[config.mk]
export PLATFORM = sky130hd
export DESIGN_NAME = softex_lane_dispatch
export DESIGN_NICKNAME = d
export VERILOG_FILES = /design/src/rtl/softex_lane_dispatch_pkg.sv /design/src/rtl/softex_lane_dispatch_fifo.sv /design/src/rtl/softex_lane_dispatch.sv
export SDC_FILE = /design/constraint.sdc
export NUM_CORES = 1
export LEC_CHECK = 0
export CAP_MARGIN = 20
export CORE_AREA = 2 2 228 230
export DETAILED_ROUTE_END_ITERATION = 8
export DIE_AREA = 0 0 230 232
export PLACE_DENSITY_LB_ADDON = 0.05
export SYNTH_ARGS = -nofsm -noshare
export SYNTH_HDL_FRONTEND = slang
export SYNTH_SLANG_ARGS = --single-unit
export TNS_END_PERCENT = 10
[constraint.sdc]
create_clock -name clk_i -period 10.9 [get_ports clk_i]
set_clock_uncertainty 0.1 [all_clocks]
set_input_delay 2.18 -clock clk_i [delete_from_list [all_inputs] [get_ports clk_i]]
set_output_delay 2.18 -clock clk_i [all_outputs]
set_load 0.02 [all_outputs]
[src/rtl/softex_lane_dispatch_pkg.sv]
// Shared constants and chunk-to-lane mapping helpers for the softex lane
// dispatch and merge blocks.
package softex_lane_dispatch_pkg;

    localparam int unsigned DEF_DATA_WIDTH   = 256;
    localparam int unsigned DEF_NUM_LANES    = 4;
    localparam int unsigned DEF_ELEM_WIDTH   = 16;
    localparam int unsigned DEF_ELEM_STRIDE  = 4;
    localparam int unsigned DEF_FIFO_DEPTH   = 2;
    localparam int unsigned DEF_LANE_WIDTH   = DEF_DATA_WIDTH / DEF_NUM_LANES;
    localparam int unsigned LANE_ELEM_STRIDE = DEF_ELEM_STRIDE;

    // Chunk c is dealt round-robin: lane c mod num_lanes, slot c / num_lanes.
    function automatic int unsigned lane_of_chunk(input int unsigned c,
                                                  input int unsigned num_lanes);
        return c % num_lanes;
    endfunction

    function automatic int unsigned slot_of_chunk(input int unsigned c,
                                                  input int unsigned num_lanes);
        return c / num_lanes;
    endfunction

endpackage

[src/rtl/softex_lane_dispatch_fifo.sv]
// Small per-lane circular FIFO with occupancy counter; depth need not be a
// power of two. Memory is cleared on flush so the head reads zero when empty.
module softex_lane_dispatch_fifo #(
    parameter int unsigned WIDTH = 8,
    parameter int unsigned DEPTH = 2
) (
    input  logic                         clk,
    input  logic                         flush,
    input  logic                         push,
    input  logic [WIDTH-1:0]             push_data,
    input  logic                         pop,
    output logic [WIDTH-1:0]             head_data,
    output logic [$clog2(DEPTH+1)-1:0]   occupancy
);

    localparam int unsigned PTR_W = (DEPTH > 1) ? $clog2(DEPTH) : 1;
    localparam int unsigned OCC_W = $clog2(DEPTH+1);

    logic [WIDTH-1:0] mem [DEPTH];
    logic [PTR_W-1:0] wr_ptr;
    logic [PTR_W-1:0] rd_ptr;
    logic [OCC_W-1:0] occ;

    function automatic logic [PTR_W-1:0] next_ptr(input logic [PTR_W-1:0] p);
        return (p == PTR_W'(DEPTH-1)) ? '0 : p + PTR_W'(1);
    endfunction

    always_ff @(posedge clk) begin
        if (flush) begin
            for (int unsigned i = 0; i < DEPTH; i++) begin
                mem[i] <= '0;
            end
            wr_ptr <= '0;
            rd_ptr <= '0;
            occ    <= '0;
        end else begin
            if (push) begin
                mem[wr_ptr] <= push_data;
                wr_ptr      <= next_ptr(wr_ptr);
            end
            if (pop) begin
                rd_ptr <= next_ptr(rd_ptr);
            end
            // Simultaneous push and pop leaves the count unchanged.
            case ({push, pop})
                2'b10:   occ <= occ + OCC_W'(1);
                2'b01:   occ <= occ - OCC_W'(1);
                default: occ <= occ;
            endcase
        end
    end

    assign head_data = mem[rd_ptr];
    assign occupancy = occ;

endmodule

[src/rtl/softex_lane_dispatch.sv]
// Deals fixed-stride element chunks of a wide input beat to NUM_LANES lane
// streams, each buffered by its own FIFO; input acceptance is all-or-nothing.
module softex_lane_dispatch
    import softex_lane_dispatch_pkg::*;
#(
    parameter int unsigned DATA_WIDTH  = DEF_DATA_WIDTH,
    parameter int unsigned NUM_LANES   = DEF_NUM_LANES,
    parameter int unsigned ELEM_WIDTH  = DEF_ELEM_WIDTH,
    parameter int unsigned ELEM_STRIDE = DEF_ELEM_STRIDE,
    parameter int unsigned FIFO_DEPTH  = DEF_FIFO_DEPTH
) (
    input  logic                                                clk_i,
    input  logic                                                rst_i,
    input  logic                                                clear_i,
    input  logic [DATA_WIDTH-1:0]                               in_data_i,
    input  logic [DATA_WIDTH/8-1:0]                             in_strb_i,
    input  logic                                                in_valid_i,
    output logic                                                in_ready_o,
    output logic [NUM_LANES-1:0][DATA_WIDTH/NUM_LANES-1:0]      lane_data_o,
    output logic [NUM_LANES-1:0][DATA_WIDTH/NUM_LANES/8-1:0]    lane_strb_o,
    output logic [NUM_LANES-1:0]                                lane_valid_o,
    input  logic [NUM_LANES-1:0]                                lane_ready_i,
    output logic                                                idle_o
);

    localparam int unsigned LANE_WIDTH  = DATA_WIDTH / NUM_LANES;
    localparam int unsigned LANE_STRB   = LANE_WIDTH / 8;
    localparam int unsigned CHUNK_WIDTH = ELEM_WIDTH * ELEM_STRIDE;
    localparam int unsigned CHUNK_STRB  = CHUNK_WIDTH / 8;
    localparam int unsigned N_CHUNK     = DATA_WIDTH / CHUNK_WIDTH;
    localparam int unsigned FIFO_WIDTH  = LANE_WIDTH + LANE_STRB;
    localparam int unsigned OCC_W       = $clog2(FIFO_DEPTH+1);

    logic [NUM_LANES-1:0][LANE_WIDTH-1:0] slice_data;
    logic [NUM_LANES-1:0][LANE_STRB-1:0]  slice_strb;
    logic [NUM_LANES-1:0][OCC_W-1:0]      occ;
    logic                                 flush;
    logic                                 push;

    assign flush = rst_i | clear_i;
    assign push  = in_valid_i & in_ready_o;

    // Chunk slicing: strobes travel with their data bytes.
    for (genvar c = 0; c < N_CHUNK; c++) begin : g_chunk
        localparam int unsigned LANE = lane_of_chunk(c, NUM_LANES);
        localparam int unsigned SLOT = slot_of_chunk(c, NUM_LANES);
        assign slice_data[LANE][SLOT*CHUNK_WIDTH +: CHUNK_WIDTH] =
            in_data_i[c*CHUNK_WIDTH +: CHUNK_WIDTH];
        assign slice_strb[LANE][SLOT*CHUNK_STRB +: CHUNK_STRB] =
            in_strb_i[c*CHUNK_STRB +: CHUNK_STRB];
    end

    for (genvar k = 0; k < NUM_LANES; k++) begin : g_lane
        logic [FIFO_WIDTH-1:0] head;

        softex_lane_dispatch_fifo #(
            .WIDTH (FIFO_WIDTH),
            .DEPTH (FIFO_DEPTH)
        ) u_fifo (
            .clk       (clk_i),
            .flush     (flush),
            .push      (push),
            .push_data ({slice_strb[k], slice_data[k]}),
            .pop       (lane_valid_o[k] & lane_ready_i[k]),
            .head_data (head),
            .occupancy (occ[k])
        );

        assign lane_valid_o[k] = (occ[k] != '0);
        assign lane_data_o[k]  = head[LANE_WIDTH-1:0];
        assign lane_strb_o[k]  = head[FIFO_WIDTH-1:LANE_WIDTH];
    end

    // Ready and idle depend only on registered occupancy.
    always_comb begin
        in_ready_o = 1'b1;
        idle_o     = 1'b1;
        for (int unsigned k = 0; k < NUM_LANES; k++) begin
            if (occ[k] >= OCC_W'(FIFO_DEPTH)) begin
                in_ready_o = 1'b0;
            end
            if (occ[k] != '0) begin
                idle_o = 1'b0;
            end
        end
    end

endmodule

# Word-level counts from Yosys, hierarchy flattened

Memory sizes are Yosys's and may differ from the RTL's. A register that Yosys moved wholly into a read port is not among the register bits.
Index checks and enable logic that the tools add are counted.

Equal/unequal tests: 8
Add/sub/neg operators: 16
Reduce and logical (&&, ||, !) cells: 12
Order comparisons: 4
Multiplexer cells: 45
Bitwise operators: 6

Operators with widths:

| cell                                                     | count |
|---|---|
| 2-to-1 mux 72 bit                                        | 4 |
| OR reduction 72 bit                                      | 4 |
| 2-to-1 mux 1 bit                                         | 37 |
| one-hot mux 2 bit (2 select lines)                       | 4 |
| nonzero test 2 bit                                       | 8 |
| adder 1 bit, second input constant                       | 8 |
| adder 2 x 1 -> 2 bit, second input constant              | 4 |
| == test 2 x 1 -> 1 bit, second input constant            | 4 |
| == test 2 bit, second input constant                     | 4 |
| greater-or-equal comparator 2 bit, second input constant | 4 |
| subtractor 2 x 1 -> 2 bit, second input constant         | 4 |
| AND 1 bit                                                | 5 |
| OR 1 bit                                                 | 1 |

Flip-flop bits (word level): 16
Memories: 4
RAM bits: 576
Input port bits: 296

Memory list:

| memory               | depth | width | read ports | clocked after memory_dff | wr ports | line                            | text |
|---|---|---|---|---|---|---|---|
| g_lane[0].u_fifo.mem | 2     | 72    | 1          | 1                        | 2        | softex_lane_dispatch_fifo.sv:19 | `logic [WIDTH-1:0] mem [DEPTH];` |
| g_lane[1].u_fifo.mem | 2     | 72    | 1          | 1                        | 2        | softex_lane_dispatch_fifo.sv:19 |  |
| g_lane[2].u_fifo.mem | 2     | 72    | 1          | 1                        | 2        | softex_lane_dispatch_fifo.sv:19 |  |
| g_lane[3].u_fifo.mem | 2     | 72    | 1          | 1                        | 2        | softex_lane_dispatch_fifo.sv:19 |  |

# Longest topological paths before layout

Word-level depth: 11
Mapped depth: 9
Mapped depth without buffers: 7

# Cells and area by module

From an unflattened synthesis, not the netlist that was laid out.

Cells, all modules: 1952
Area, all modules: 26191.4 µm²

Modules (own cells, without submodules):

| module                    | cells an instance | instances | seq. area each (µm²) | area each (µm²) |
|---|---|---|---|---|
| softex_lane_dispatch_fifo | 485               | 4         | 4424.2               | 6525.0 |
| softex_lane_dispatch      | 12                | 1         | 0.0                  | 91.3 |

# Worst setup path before layout

Ideal clock, no wire load.

Kind: input to register
From: in clear_i
To: mem g_lane[0].u_fifo.mem[1][0] in the netlist's numbering, enable pin
Stages on the path: 4
Required time: 10.371 ns
Arrival time: 4.509 ns
Setup slack: 5.862 ns
Cells stage by stage: or2_2 -> clkbuf_1 -> clkbuf_1 -> a21o_1

RTL lines:

| element         | line                            | text |
|---|---|---|
| start, declared | softex_lane_dispatch.sv:14      | `input logic clear_i,` |
| end, declared   | softex_lane_dispatch_fifo.sv:19 |  |

==> run summary <==
status: finished, final reports clean
Core Area: 0.05089 mm²
Worst Min Path Start: g_lane[3].u_fifo.rd_ptr$_SDFFE_PP0P_
First-pass DRT Iterations: 5
HP Class: reg2reg
#FFs+latches synth: 596
Worst-Margin Slew: 1.059 ns
H-tree levels: 2
Skew-Pair Late Insertion Delay: 0.60 ns
Initial Utilization: 0.5025
Setup Viol. Count Final: 0
CTS tree: yes
cts hold-fix bufs: 0
sequential area share after synthesis: 0.6921
Final Critical Period: 5.444 ns
Async SR Flop Fraction: 0
DRT iter0 DRCs: 824
Syn Area/Cell: 15.54 µm²
post_cts resized: 0
Setup crit end kind: primary output
Pleak: 13.21 nW
clk buf depth: 3
Cell variety after synth: 28
GPL Wtd Cong: 0.7828
global-route wire length before repair: 92650 µm
Antenna Nets Post-Route: 0
layout cells sized above 1: 0.1828
setup bufs post-CTS: 0
Max Cap Viol: 0
Routed Wire Length: 63350 µm
NumNets Final: 2513
vias in the first global route: 15.53k
top_reg_cell synth: edfxtp_1
Crit Path Category: reg2out
row count: 83
worst r2r src: g_lane[2].u_fifo.occupancy[1]$_SDFFE_PP0P_
leading post-synthesis cells by cell area: edfxtp_1 (68%), and2_1 (14%), mux2_2 (13%)
highest clock rate: 0.1837 GHz
Power Density: 154.6 mW/mm²
GR Overflow Total: 0
crit path launch type: flop
largest net degree at the start of global routing: 73
Synth top area share: 0.6764
Hold Vio Cnt, Final: 0
final core occ: 0.6664
unrepaired setup endpoints after global routing: false
required time worst endpoint: 8.62 ns
Synth Instances: 1646
Commonest cells post-synth: and2_1 (579), edfxtp_1 (576), mux2_2 (288)
Area Overhead vs Synth: 32.61%
# IOs: 590
Chip Height: 232 µm
via/cell ratio: 5.082
CTS buffer count: 61
CP max FO: 41
I/O Buffers: 589
die width: 230 µm
syn_nets: 1943
Final period util: 0.4994
Die ar.: 0.05336 mm²
worst relative slew slack: 0.2939
worst path arrival time: 3.16 ns
antenna violations before repair: 18
Synth Cell Area: 0.02557 mm²
final slew viol count: 0
leading cell type by number of instances after synthesis: and2_1
leading area contributor after synthesis: edfxtp_1
clock transition at the registers of the reported paths: 0.06 ns
total negative slack: 0 ns
DRC viols: 0
CTS Root Cell: clkbuf_16
CTS Sinks: 596
Peak VDD IR: 0.1634 mV
All-Layer GR Usage: 0.2329
DP HPWL: 41180 µm
Post-synth EDFFs: 576
yosys warns: 0
vias: 15.02k
WL per Instance: 21.43 µm
[cell usage in the layout (no fill, tap or decap), types with 2 or more instances in the layout]
master	n
dfxtp_1	16
o22ai_1	3
xor2_1	4
nor2_1	11
a21o_2	3
clkdlybuf4s50_1	589
diode_2	11
clkbuf_16	61
clkbuf_1	21
inv_1	5
xnor2_1	2
clkbuf_8	3
bufinv_16	3
and2_1	579
or3_1	5
nand4_1	3
a21oi_1	11
edfxtp_1	576
clkinv_1	8
nand2_4	3
buf_4	16
nor4_4	4
dfxtp_2	4
clkinv_2	15
or2_2	5
and4_2	4
o21ai_0	11
and3_1	3
mux2_2	288
[critical path, cell delays in order, from the launching register on]
cell and delay (ns):
dfxtp_2 0.88, buf_4 0.63, mux2_2 0.46, clkdlybuf4s50_1 0.57
[layout make-up]
class | count | area (µm²)
Multi-Input combinational cell | 945 | 7428
Clock inverter | 27 | 203.9
Fill cell | 3707 | 16980
Inverter | 6 | 22.52
Clock buffer | 85 | 1647
Timing Repair Buffer | 606 | 6027
Tap cell | 680 | 850.8
Antenna cell | 11 | 27.53
Sequential cell | 596 | 17700
[metrics by stage]
step           hold slack [ns]  cells  total power, W  cell area (µm²)  worst slack, ns
2_1_floorplan           0.3725   1646        0.002992            25570            5.862
6_report                0.4052   2956        0.005241            33910            5.456
5_1_grt                 0.4317   2953        0.005422            33900            5.343
3_5_place_dp            0.3903   2833        0.003336            32030            5.825
4_1_cts                 0.4099   2945        0.005293            33880            5.409
3_3_place_gp            0.3819   2832        0.003325            32020            5.685
[path summary, 6_finish.rpt]
path / depth (start not counted) / slack, ns / to
worst max-delay path: 3 / 5.46 / lane_data_o[227]
worst min-delay path: 2 / 0.41 / g_lane[3].u_fifo.rd_ptr$_SDFFE_PP0P_
worst max register to register: 4 / 7.74 / g_lane[2].u_fifo.mem[1][27]$_SDFFCE_PN0P_
worst min register to register: 2 / 0.41 / g_lane[3].u_fifo.rd_ptr$_SDFFE_PP0P_
[state kept, by name, summed over array words and instances (netlist names), named ones only]
| name | count |
|---|---|
| g_lane.u_fifo.rd_ptr | 4 |
| g_lane.u_fifo.occupancy | 8 |
| g_lane.u_fifo.mem | 576 |
| g_lane.u_fifo.wr_ptr | 4 |
[logic make-up after synthesis]
| family | synth area share |
|---|---|
| AND/OR/NAND/NOR | 0.1530 |
| flip-flops | 0.6921 |
| multiplexers | 0.1268 |
| buffers and inverters | 0.01903 |
| AO/OA/AOI/OAI | 0.006508 |
| XOR/XNOR | 0.002055 |
| adder cells (fa/ha/maj) | 0.0004892 |
[power breakdown]
part / internal, W / switching, W / total [W]
sequential: 0.00264 / 0.0000322 / 0.00268
clock: 0.00112 / 0.000840 / 0.00196
combinational: 0.000311 / 0.000296 / 0.000606
[metal layers]
layer	global-route usage	vias to the layer above	part of all wire
met5	0	-	0.0012
met4	0.09395	12	0.034
met3	0.07183	119	0.079
met2	0.3998	449	0.51
met1	0.2728	7414	0.38
li1	-	7027	-
Note: power is estimated with default switching activity, not from simulation.
